**config.mk**
```make
export PLATFORM = sky130hd
export DESIGN_NAME = rstn_sequencer
export DESIGN_NICKNAME = d
export VERILOG_FILES = /design/src/rtl/rstn_sequencer.sv
export SDC_FILE = /design/constraint.sdc
export NUM_CORES = 1
export LEC_CHECK = 0
export ABC_AREA = 1
export BUFFER_PORTS_ARGS = -buffer_cell sky130_fd_sc_hd__buf_4
export CAP_MARGIN = 5
export CORE_MARGIN = 2
export CORE_UTILIZATION = 51
export CTS_CLUSTER_SIZE = 25
export DETAILED_ROUTE_END_ITERATION = 8
export PLACE_DENSITY_LB_ADDON = 0.05
export SETUP_SLACK_MARGIN = 0.1
export SLEW_MARGIN = 20
export SYNTH_ARGS = -nofsm -noshare
export SYNTH_HDL_FRONTEND = slang
export SYNTH_SLANG_ARGS = --single-unit
```
**constraint.sdc**
```tcl
create_clock -name CLK -period 1.4 [get_ports CLK]
set_input_delay 0.14 -clock CLK [delete_from_list [all_inputs] [get_ports CLK]]
set_output_delay 0.14 -clock CLK [all_outputs]
set_load 0.005 [all_outputs]
```
**src/rtl/rstn_sequencer.sv**
```systemverilog
// rtl/rstn_sequencer.sv - reset stretcher and staggered release of active-low domain resets
// Async assert on RN, synchronized deassert, then timed per-domain release; SW request replays it.
module rstn_sequencer #(
   parameter int SYNC_STAGES = 2,
   parameter int STRETCH     = 16,
   parameter int NUM_DOMAINS = 3,
   parameter int STAGE_GAP   = 4
) (
   input  logic                   CLK,
   input  logic                   RN,
   input  logic                   SW_RST_REQ,
   output logic [NUM_DOMAINS-1:0] RN_OUT,
   output logic                   RST_DONE,
   output logic                   SW_RST_ACK
);

   if (SYNC_STAGES < 2) begin : g_bad_sync
      $error("rstn_sequencer: SYNC_STAGES must be >= 2");
   end
   if (STRETCH < 1) begin : g_bad_stretch
      $error("rstn_sequencer: STRETCH must be >= 1");
   end
   if (NUM_DOMAINS < 1 || NUM_DOMAINS > 8) begin : g_bad_domains
      $error("rstn_sequencer: NUM_DOMAINS must be 1..8");
   end
   if (STAGE_GAP < 1) begin : g_bad_gap
      $error("rstn_sequencer: STAGE_GAP must be >= 1");
   end

   localparam int CNT_TOP = (STRETCH > STAGE_GAP) ? STRETCH : STAGE_GAP;
   localparam int CNT_W   = $clog2(CNT_TOP + 1);
   // The SYNC->STRETCH state flop acts as the last synchronizer stage.
   localparam int CH_W    = SYNC_STAGES - 1;

   localparam logic [CNT_W-1:0] CNT_SAT      = CNT_W'(CNT_TOP);
   localparam logic [CNT_W-1:0] STRETCH_LAST = CNT_W'(STRETCH - 1);
   localparam logic [CNT_W-1:0] GAP_LAST     = CNT_W'(STAGE_GAP - 1);

   typedef enum logic [1:0] {
      ST_SYNC    = 2'd0,
      ST_STRETCH = 2'd1,
      ST_RELEASE = 2'd2,
      ST_DONE    = 2'd3
   } state_t;

   state_t                 state_q, state_d;
   logic [CNT_W-1:0]       cnt_q, cnt_d, cnt_inc;
   logic [CH_W-1:0]        sync_q, sync_d;
   logic [NUM_DOMAINS-1:0] rn_out_q, rn_out_d;
   logic                   done_q, done_d;
   logic                   ack_q, ack_d;

   always_ff @(posedge CLK or negedge RN) begin
      if (!RN) begin
         state_q  <= ST_SYNC;
         cnt_q    <= '0;
         sync_q   <= '0;
         rn_out_q <= '0;
         done_q   <= 1'b0;
         ack_q    <= 1'b0;
      end else begin
         state_q  <= state_d;
         cnt_q    <= cnt_d;
         sync_q   <= sync_d;
         rn_out_q <= rn_out_d;
         done_q   <= done_d;
         ack_q    <= ack_d;
      end
   end

   always_comb begin
      state_d  = state_q;
      cnt_d    = cnt_q;
      sync_d   = (sync_q << 1) | CH_W'(1);
      rn_out_d = rn_out_q;
      done_d   = done_q;
      ack_d    = 1'b0;
      cnt_inc  = (cnt_q == CNT_SAT) ? cnt_q : cnt_q + 1'b1;

      case (state_q)
         ST_SYNC: begin
            if (sync_q[CH_W-1]) begin
               state_d = ST_STRETCH;
               cnt_d   = '0;
            end
         end
         ST_STRETCH: begin
            if (cnt_q == STRETCH_LAST) begin
               rn_out_d = NUM_DOMAINS'(1);
               state_d  = ST_RELEASE;
               cnt_d    = '0;
            end else begin
               cnt_d = cnt_inc;
            end
         end
         ST_RELEASE: begin
            // Domains fill from bit 0 upward, so the top bit marks the last release.
            if (rn_out_q[NUM_DOMAINS-1]) begin
               state_d = ST_DONE;
               done_d  = 1'b1;
               cnt_d   = '0;
            end else if (cnt_q == GAP_LAST) begin
               rn_out_d = (rn_out_q << 1) | NUM_DOMAINS'(1);
               cnt_d    = '0;
            end else begin
               cnt_d = cnt_inc;
            end
         end
         ST_DONE: begin
            if (SW_RST_REQ) begin
               rn_out_d = '0;
               done_d   = 1'b0;
               ack_d    = 1'b1;
               state_d  = ST_STRETCH;
               cnt_d    = '0;
            end
         end
         default: begin
            state_d = ST_SYNC;
         end
      endcase
   end

   assign RN_OUT     = rn_out_q;
   assign RST_DONE   = done_q;
   assign SW_RST_ACK = ack_q;

endmodule
```
# Word-level counts from Yosys, hierarchy flattened
# Cells that the tools add are included.
[word_totals] register_bits=13 wordCells=50 out_inout_bits=5
[classes] n_eq_ne=12 mux=22 addsub=1 reduce_logical=8
[op_table] op="2-to-1 mux 5 bit" count=6
[op_table] op="one-hot mux 5 bit (4 select lines)" count=1
[op_table] op="2-to-1 mux 3 bit" count=4
[op_table] op="inequality test 2 bit, second input constant" count=6
[op_table] op="one-hot mux 3 bit (3 select lines)" count=1
[op_table] op="2-to-1 mux 2 bit" count=4
[op_table] op="one-hot mux 2 bit (4 select lines)" count=1
[op_table] op="AND reduction 3 bit" count=2
[op_table] op="adder 5 x 1 -> 5 bit, second input constant" count=1
[op_table] op="equality test 5 x 2 -> 1 bit, second input constant" count=1
[op_table] op="equality test 5 x 4 -> 1 bit, second input constant" count=1
[op_table] op="equality test 5 bit, second input constant" count=1
[op_table] op="AND reduction 5 bit" count=1
[op_table] op="equality test 2 bit, second input constant" count=2
[op_table] op="2-to-1 mux 1 bit" count=4
[op_table] op="AND reduction 4 bit" count=1
[op_table] op="nonzero test 3 bit" count=1
[op_table] op="equality test 2 x 1 -> 1 bit, second input constant" count=1
[op_table] op="zero test 2 bit" count=1
[op_table] op="one-hot mux 1 bit (2 select lines)" count=1
[op_table] op="AND reduction 2 bit" count=1
[op_table] op="nonzero test 2 bit" count=1

# Depth between registers and ports, before layout
[depth] depth_word=5 ltp_mapped=11 mapped_depth_nobuf=11

# Least setup slack after synthesis
# Ideal clock, no wire load.
[synth_timing] path_type="reg2reg" startpoint="register cnt_q[0]" endpoint="register rn_out_q[1], in the netlist RN_OUT[1]" setup_ns=0.117 required_time_ns=1.283 path_slack_ns=-0.058 t_arrival_ns=1.340 period_less_slack_ns=1.458 path_stages_with_launch=12 cell_sequence="dfrtp_1 ha_1 nand2_1 nor2_1 ha_1 inv_1 nand2_2 nand2_1 nor2_4 nand2_1 nand3_1 nand2_1"
[synth_between] elab_chain_cells=3
[synth_rtl] item="from (decl)" line="47" text="logic [CNT_W-1:0] cnt_q, cnt_d, cnt_inc;"
[synth_rtl] item="from (signal assigned)" line="63" text="cnt_q <= cnt_d;"
[synth_rtl] item="equality test 5 x 2 -> 1 bit or equality test 5 x 4 -> 1 bit (tied branches)" line="102, 88"
[synth_rtl] item="inequality test 2 bit (no source line)"
[synth_rtl] item="AND reduction 5 bit (no source line) (*)"
[synth_rtl] item="to (signal assigned)" line="65" text="rn_out_q <= rn_out_d;"
[synth_rtl] item="to (decl)" line="49" text="logic [NUM_DOMAINS-1:0] rn_out_q, rn_out_d;"
# Mark *: on every way between the ends. The rest lies on a longest branch, timed or not.
# A chain may end at the register's enable or synchronous reset.

# Worst setup path in the final report
[layout_timing] startpoint="register cnt_q[1]" endpoint="register rn_out_q[0], in the netlist RN_OUT[0]"
# Same word-level chain as after synthesis.

==> results.sh <==
export IMPL_synth_compound_area_share_pct=3.42
export IMPL_cts_root_buf="clkbuf_4"
export IMPL_synth_edff_count=0
export IMPL_grt_ovfl_total=0
export IMPL_synthArstFlopShare_pct=100
export IMPL_max_cap_violations=0
export IMPL_crit_start="cnt_q[1]"
export IMPL_netlist_area_um2=877
export IMPL_core_area_um2=1560
export IMPL_grt_pass1_wl_um=2730
export IMPL_clk_transition_reported_paths_ns=0.08
export IMPL_synth_top_family_by_area="simple AND/OR/NAND/NOR gates"
export IMPL_clk_latency_ns=0.28
export IMPL_cts_tree="done"
export IMPL_rows=14
export IMPL_met3_usage_pct=5.95
export IMPL_dp_hpwl_um=1220
export IMPL_drcViolationCount=0
export IMPL_final_antenna_net_count=0
export IMPL_worstPathRequired_ns=1.58
export IMPL_clock_sinks=13
export IMPL_seq_area_frac_synth_pct=37.1
export IMPL_io_pins=8
export IMPL_grt_busiest_layer="met2"
export IMPL_grt_use_met2_pct=30.4
export IMPL_critical_path_class="flip-flop to flip-flop"
export IMPL_gp_congestion=0.819
export IMPL_synth_top_area_share_pct=37.1
export IMPL_violations="setup timing"
export IMPL_synth_area_leaders="dfrtp_1 37%, nand2_1 14%, ha_1 11%"
export IMPL_portBuffers=7
export IMPL_grt_max_degree=14
export IMPL_grt_usage_pct=18.4
export IMPL_final_period_utilization_pct=110
export IMPL_drtIter0Drc=4
export IMPL_layout_drive_gt1_share_pct=45.3
export IMPL_holdWs_ns=0.0792
export IMPL_grt_pass1_vias=707
export IMPL_dieArea_um2=2070
export IMPL_yosysTopAreaCell="dfrtp_1"
export IMPL_power_mw=0.624
export IMPL_synth_mux_area_share_pct=0
export IMPL_setup_viol=8
export IMPL_crit_fanout=5
export IMPL_hp_class="input pin to flip-flop"
export IMPL_vias_per_cell=4.93
export IMPL_dr_pass1_iters=3
export IMPL_cts_max_path_buffers=2
export IMPL_die_w_um=45.5
export IMPL_yosysMostFrequentCell="nand2_1"
export IMPL_startpoint_type="flip-flop"
export IMPL_start_util_pct=56.3
export IMPL_synth_common_cells="32 x nand2_1, 19 x inv_1, 13 x dfrtp_1"
export IMPL_cpMaxStageDelayCell="dfrtp_1"
export IMPL_p_leak_nw=0.631
export IMPL_syn_mean_instance_area_um2=7.69
export IMPL_cp_arrival_ns=1.71
export IMPL_synth_nets=125
export IMPL_status="finished with violations"
export IMPL_hold_viol=0
export IMPL_synthSimpleGateAreaFrac_pct=37.2
export IMPL_cts_inserted_buffers=3
export IMPL_fmax_mhz=652
export IMPL_n_antenna_cell=0
export IMPL_yosysUniqueCellTypes=20
export IMPL_synth_xor_area_share_pct=0.999
export IMPL_use_met1_pct=22.6
export IMPL_num_vias=754
export IMPL_vdd_drop_max_uv=596
export IMPL_finClkSkew_ns=0.00297
export IMPL_wirelength_um=1710
export IMPL_pwr_density_cell_nw_per_um2=537
export IMPL_die_y_um=45.5
export IMPL_min_period_ns=1.53
export IMPL_worst_setup_path_end_kind="flip-flop"
export IMPL_fillers=112
export IMPL_synthCells=114
export IMPL_timing_final_ws_setup_ns=-0.134
export IMPL_h_tree_depth=1
export IMPL_grt_antenna_before_repair=0
export IMPL_ys_ff_latch=13
export IMPL_synth_warnings=0
export IMPL_slew_viol_final=0
export IMPL_rsz0062_at_grt="yes"
export IMPL_timing_rr_start="cnt_q[1]"
export IMPL_synthAdderAreaFrac_pct=11.4
export IMPL_post_drt_wl_per_cell_um=11.2
export IMPL_synth_ff_type="dfrtp_1"
export IMPL_fin_setup_tns_ns=-0.743
export IMPL_slowest_delay_ns=0.36
export IMPL_post_place_cells=144
export IMPL_nets=149
export IMPL_worstPathCellList="ha_2, nand2_2, nor2_2, ha_2, inv_2, nand2_4, nand2_4, nor2_4, nand2_2, nand3_1, nand2_1"
export IMPL_final_cells=153
export IMPL_area_growth_pct=32.5
export IMPL_hp_start="SW_RST_REQ"
-- where the power goes --
| part | switching [mW] | leakage (nW) | internal (mW) |
|---|---|---|---|
| combinational | 0.00938 | 0.449 | 0.00603 |
| clock | 0.126 | 0.0177 | 0.106 |
| sequential | 0.000296 | 0.164 | 0.376 |
| total | 0.135 | 0.631 | 0.489 |
-- worst max-delay path: cells and delay by family, from the launching register on --
kind | cells | cell delay (ns)
and+or+nand+nor | 8 | 0.68
DFF | 1 | 0.36
adders and majority gates | 2 | 0.36
buffers and inverters | 1 | 0.04
-- state kept, by name, indices dropped and copies added, names as in the netlist --
name,count
RN_OUT,3
RST_DONE,1
SW_RST_ACK,1
cnt_q,5
state_q,2
sync_q,1
-- area by class of cell --
cell class	instances	area (µm²)	share of cell area, %
clock inverter	1	5.00	0.431
timing repair buffer	19	153	13.1
tap	16	20.0	1.72
multi-input combinational	79	553	47.6
inverter	22	83.8	7.21
sequential	13	325	28.0
clock buffer	3	22.5	1.94
-- cell families (layout without fill, tap and decap cells) --
| logic type | count (synthesis) | count (layout) |
|---|---|---|
| simple gates | 63 | 63 |
| compound gates | 6 | 6 |
| xor+xnor | 1 | 1 |
| buf+inv | 22 | 45 |
| flops | 13 | 13 |
| fa+ha+maj | 8 | 8 |
| other cells | 1 | 1 |
-- path summary, 6_finish.rpt --
| path | end | cells after the start | slack (ns) |
|---|---|---|---|
| worst max-delay path | RN_OUT[0] | 11 | -0.13 |
| worst min-delay path | SW_RST_ACK | 3 | 0.08 |
| worst max register to register | RN_OUT[0] | 11 | -0.13 |
| worst min register to register | RST_DONE | 2 | 0.49 |
| max in group asynchronous | cnt_q[1] | 2 | 1.01 |
| min in group asynchronous | RN_OUT[1] | 2 | 0.23 |
-- routing by layer --
| layer | wire length (µm) | share of wire (%) | up-vias |
|---|---|---|---|
| met4 | 14 | 0.82 | 0 |
| met5 | 0 | 0 | - |
| met2 | 858 | 50 | 8 |
| li1 | - | - | 394 |
| met1 | 799 | 47 | 350 |
| met3 | 40 | 2.3 | 2 |
-- cells in the final DEF, fill, tap and decap left out, types with 2 or more instances in the layout --
cell type,Yosys,routed
buf_4,0,16
buf_6,0,2
clkbuf_4,0,3
clkinv_2,0,2
dfrtp_1,13,13
ha_1,8,5
ha_2,0,3
inv_1,19,17
inv_2,2,4
nand2_1,32,23
nand2_2,6,12
nand2_4,2,5
nand3_1,11,6
nand3_2,1,6
nand4_1,2,2
nor2_1,3,2
nor2_2,1,2
nor2_4,4,4
o21ai_2,0,2
-- per-stage QoR --
step / area [µm²] / worst slack [ns] / utilization [%]
after detailed placement: 1010 / -0.100 / 64.6
after global routing: 1160 / -0.267 / 74.6
after global placement: 1010 / -0.0510 / 64.6
final: 1160 / -0.134 / 74.6
after CTS: 1080 / -0.0947 / 69.4
after floorplan: 882 / -0.0438 / -
-- timing repair --
| item | CTS | global route |
|---|---|---|
| endpoints found under the hold margin | 13 | 0 |
| cloned | 0 | 0 |
| hold buffers | 1 | 0 |
| buffers inserted | 2 | 2 |
| setup endpoints to repair | 8 | 11 |
| pin swaps | 1 | 5 |
| gates resized for setup | 8 | 20 |
No activity file was read; power rests on OpenSTA's default activity.
